==> src/rtl/led_bar_pkg.sv <==
// Shared types and helpers for the LED-bar countdown timer.
package led_bar_pkg;

   typedef enum logic [1:0] {
      IDLE    = 2'd0,
      RUN     = 2'd1,
      EXPIRED = 2'd2
   } state_t;

   localparam logic DIR_RIGHT = 1'b0;
   localparam logic DIR_LEFT  = 1'b1;

   function automatic int cnt_w(input int n);
      return $clog2(n + 1);
   endfunction

endpackage

==> src/rtl/tick_prescaler.sv <==
// Free-running divider: pulses tick for one cycle each time the count wraps.
module tick_prescaler #(
   parameter int PRESCALE = 50_000_000
) (
   input  logic clk,
   input  logic rst,
   input  logic clear,
   input  logic run,
   output logic tick
);

   // A divide-by-1 still needs a one-bit register to keep the port widths sane.
   localparam int CW = (PRESCALE > 1) ? $clog2(PRESCALE) : 1;
   localparam logic [CW-1:0] LAST = CW'(PRESCALE - 1);

   logic [CW-1:0] cnt;

   always_ff @(posedge clk) begin
      if (!rst || clear)
         cnt <= '0;
      else if (run)
         cnt <= (cnt == LAST) ? '0 : cnt + CW'(1);
   end

   assign tick = run && (cnt == LAST);

endmodule

==> src/rtl/led_bar_timer.sv <==
// LED-bar countdown: bar drains one LED per step, flags warning, timeout and expiry.
module led_bar_timer
   import led_bar_pkg::*;
#(
   parameter int WIDTH      = 10,
   parameter int PRESCALE   = 50_000_000,
   parameter int WARN_LEVEL = 3
) (
   input  logic                     clk,
   input  logic                     rst,
   input  logic                     reconfigure,
   input  logic                     enable,
   input  logic                     step,
   input  logic                     dir,
   output logic [WIDTH-1:0]         led,
   output logic [cnt_w(WIDTH)-1:0]  remaining,
   output logic                     warning,
   output logic                     timeout,
   output logic                     expired
);

   localparam int RW = cnt_w(WIDTH);

   state_t           state, state_n;
   logic             dir_q;
   logic [WIDTH-1:0] led_n;
   logic [RW-1:0]    rem_n;
   logic             timeout_n, expired_n, warning_n;
   logic             tick, step_ev, active;

   assign active = (state != EXPIRED);

   tick_prescaler #(.PRESCALE(PRESCALE)) u_prescaler (
      .clk   (clk),
      .rst   (rst),
      .clear (reconfigure),
      .run   (enable && active),
      .tick  (tick)
   );

   // Manual and automatic sources merge into a single step.
   assign step_ev = active && (step || tick);

   always_comb begin
      state_n   = state;
      led_n     = led;
      rem_n     = remaining;
      timeout_n = timeout;
      expired_n = 1'b0;

      if (state == IDLE && (enable || step_ev))
         state_n = RUN;

      if (step_ev) begin
         led_n = (dir_q == DIR_RIGHT) ? {1'b0, led[WIDTH-1:1]}
                                      : {led[WIDTH-2:0], 1'b0};
         rem_n = remaining - RW'(1);
         if (remaining == RW'(1)) begin
            state_n   = EXPIRED;
            timeout_n = 1'b1;
            expired_n = 1'b1;
         end
      end

      warning_n = (rem_n != '0) && (int'(rem_n) <= WARN_LEVEL);
   end

   always_ff @(posedge clk) begin
      if (!rst || reconfigure) begin
         state     <= IDLE;
         led       <= '1;
         remaining <= RW'(WIDTH);
         warning   <= 1'b0;
         timeout   <= 1'b0;
         expired   <= 1'b0;
         dir_q     <= dir;
      end else begin
         state     <= state_n;
         led       <= led_n;
         remaining <= rem_n;
         warning   <= warning_n;
         timeout   <= timeout_n;
         expired   <= expired_n;
      end
   end

endmodule

==> config.mk <==
export PLATFORM = sky130hd
export DESIGN_NAME = led_bar_timer
export DESIGN_NICKNAME = d
export VERILOG_FILES = /design/src/rtl/led_bar_pkg.sv /design/src/rtl/tick_prescaler.sv /design/src/rtl/led_bar_timer.sv
export SDC_FILE = /design/constraint.sdc
export NUM_CORES = 1
export LEC_CHECK = 0
export CORE_ASPECT_RATIO = 0.5
export CORE_UTILIZATION = 56
export DETAILED_ROUTE_END_ITERATION = 6
export DONT_BUFFER_PORTS = 1
export PLACE_DENSITY = 0.83
export SLEW_MARGIN = 20
export SYNTH_ARGS = -nofsm -noshare
export SYNTH_HDL_FRONTEND = slang
export SYNTH_SLANG_ARGS = --single-unit
==> constraint.sdc <==
create_clock -name clk -period 1.8 [get_ports clk]
set_clock_uncertainty 0.1 [all_clocks]
set_input_delay 0.36 -clock clk [delete_from_list [all_inputs] [get_ports clk]]
set_output_delay 0.36 -clock clk [all_outputs]
set_load 0.01 [all_outputs]
==> impl_metrics.ini <==
[cts]
cts_tree = built
cts.sink_count = 46
cts_buffers = 5
clockRootBuffer = clkbuf_8
htreeDepth = 2
cts_max_path_buffers = 2
ctsHoldBuffers = 0
insertion_delay_ps = 310
path_clk_slew_ps = 90

[critical_path]
crit_cells = 7
crit_slowest_cell = or2_4
slowest_delay_ps = 350
worstSetupPathType = reg2reg
cp_num_buf_inv = 1
crit_chain = nand4_1 > nor3_4 > a31oi_4 > or2_4 > buf_12 > xnor2_4 > nor2_1
start_kind = flip-flop
worstPathArrival_ps = 2070
critPathMaxFanout = 6
reg2regPathDepth = 7
path_delay_family = simple AND/OR/NAND/NOR gates
worst_setup_path_end_kind = flip-flop
cp.required_ps = 1940

[synthesis]
postSynthCellCount = 230
synth-main-ff-cell = dfxtp_1
synth-seq-cells = 46
ys_async_sr_fraction_pct = 0
synth_edf_count = 1
synth.distinct_cells = 37
yosys_warnings = 0
ys_seq_area_share_pct = 43.43
syn-num-nets = 239
synthesis.area_um2 = 2143
syn-mean-instance-area_um2 = 9.319

[worst_hold_path]
min_path_type = in2reg
holdPathStages = 0

[power_and_ir_drop]
p_leak_nw = 1.074
total_power_mw = 2.047
power_density_nw_per_um2 = 722.5
peakVddDrop_v = 0.0003835

[layout]
drive_gt1_share_pct = 36.74
post-route-util_pct = 79.86
final_common_cell = dfxtp_1
final_cell_mix = dfxtp_1, nor2_1, buf_4
syn2layout_area_growth_pct = 32.17
fillers = 163
ff_latch_area_um2 = 940.9
nets = 272
multi_input_area_um2 = 1354
diodes = 0

[timing]
timing.final.crit_share_pct = 107.3
slew_headroom_pct = 63.37
fin_tns_setup_ps = -1708
holdWs_ps = 41.08
rsz0062_at_grt = true
tightest_slew_ps = 549.5
period_minus_slack_ps = 1931
hold_viol = 0
setup_viol = 19
slew_violations = 0
fin_ws_ps = -130.8
max_freq_ghz = 0.5179

[floorplan]
initial_utilization_pct = 60.42
core_area_um2 = 3547
num_rows = 15
ios = 23
die_h_um = 45.75
die_width_um = 89.49
die_area_um2 = 4094

[global_routing]
gr-total-overflow = 0
grt_usage_pct = 27.02
first_global_vias = 1765
antenna_found_initial = 0
grt_pass1_wl_um = 7969
grt_max_degree = 21

[outcome]
status = complete, but fails checks
violations = setup timing

[job]
cap_violations = 0

[place]
dp_hpwl_um = 3318
port-buffer-count = 0
place.gp.congestion = 0.7830

[route]
top_layer_used = met4
wl_met2_um = 2888
drtIter0Drc = 104
dr.pass1.iters = 4
wl_per_cell_um = 18.32
wl_um = 5772
vias = 1862
detail-route-antenna-nets = 0
vias_per_cell = 5.911
wl_met1_um = 2308
route.detailed.drc = 0
met3WireLength_um = 378
==> stage by stage <==
stage          instance area, um^2  worst slack (ps)  cells
2_1_floorplan                 2195            -128.0    230
3_3_place_gp                  2441            -102.7    302
3_5_place_dp                  2441            -189.7    302
4_1_cts                       2754            -56.49    314
5_1_grt                       2833            -243.6    315
6_report                      2833            -130.8    315
==> cell type report <==
type,count,area share (%)
timing repair buffer,35,11.97
multi-input combinational,170,47.79
tap,51,2.253
clock inverter,1,1.060
clock buffer,7,3.048
sequential,46,33.22
inverter,5,0.6625
==> power breakdown <==
part,total (mW),switching (mW),internal (mW)
clock network,0.801,0.348,0.453
logic,0.169,0.0917,0.0777
registers,1.08,0.0389,1.04
==> worst paths after layout <==
check / from / to / slack [ps]
setup / recovery: u_prescaler.cnt[15]$_SDFFE_PP0P_ / remaining[0]$_SDFF_PP0_ / -130
hold / removal: dir / dir_q$_DFFE_PP_ / 40
setup reg to reg: u_prescaler.cnt[15]$_SDFFE_PP0P_ / remaining[0]$_SDFF_PP0_ / -130
hold reg to reg: u_prescaler.cnt[1]$_SDFFE_PP0P_ / u_prescaler.cnt[1]$_SDFFE_PP0P_ / 410
==> per-layer routing <==
metal  track usage (%)  vias to the layer above
met1             29.50                      926
met2             48.70                       71
met4             14.60                        0
met3             8.152                       22
met5                 0                        -
li1                  -                      843
==> cells by family after synthesis <==
family	synth area share, %
AOI/OAI and AO/OA	9.457
xor gates and xnor gates	11.44
adders and majority gates	1.752
buffers and inverters	3.852
DFF	43.43
muxes	3.736
and+or+nand+nor	26.33
==> cells in the mapped netlist (2+ instances only) <==
cell type  number  area, um^2
dfxtp_1        45       900.9
nor2_1         36       135.1
nand2_1        29       108.9
xor2_1         16       140.1
nand3_1        14       70.07
xnor2_1        12       105.1
o211ai_2       10       125.1
mux2i_1         8       80.08
nor3_1          7       35.03
and3_1          5       31.28
nand4_1         5       31.28
buf_6           4       45.04
inv_1           4       15.01
buf_1           3       11.26
ha_1            3       37.54
nor2b_1         3       18.77
and4_1          2       17.52
clkbuf_1        2       7.510
nor3_2          2       20.02
nor4b_1         2       17.52
o21a_1          2       15.01
==> timing repair <==
action                     4_1_cts  5_1_grt
pin swaps                        9       10
gates cloned                     2        0
buffers inserted                 2        1
setup endpoints to repair       23       37
gates resized for setup         30       18
==> flip-flops by register name, indices dropped and copies added, names as in the netlist <==
register         cells
u_prescaler.cnt     26
led                 10
remaining            4
state                2
dir_q                1
expired              1
timeout              1
warning              1
(Power assumes the default switching activity.)
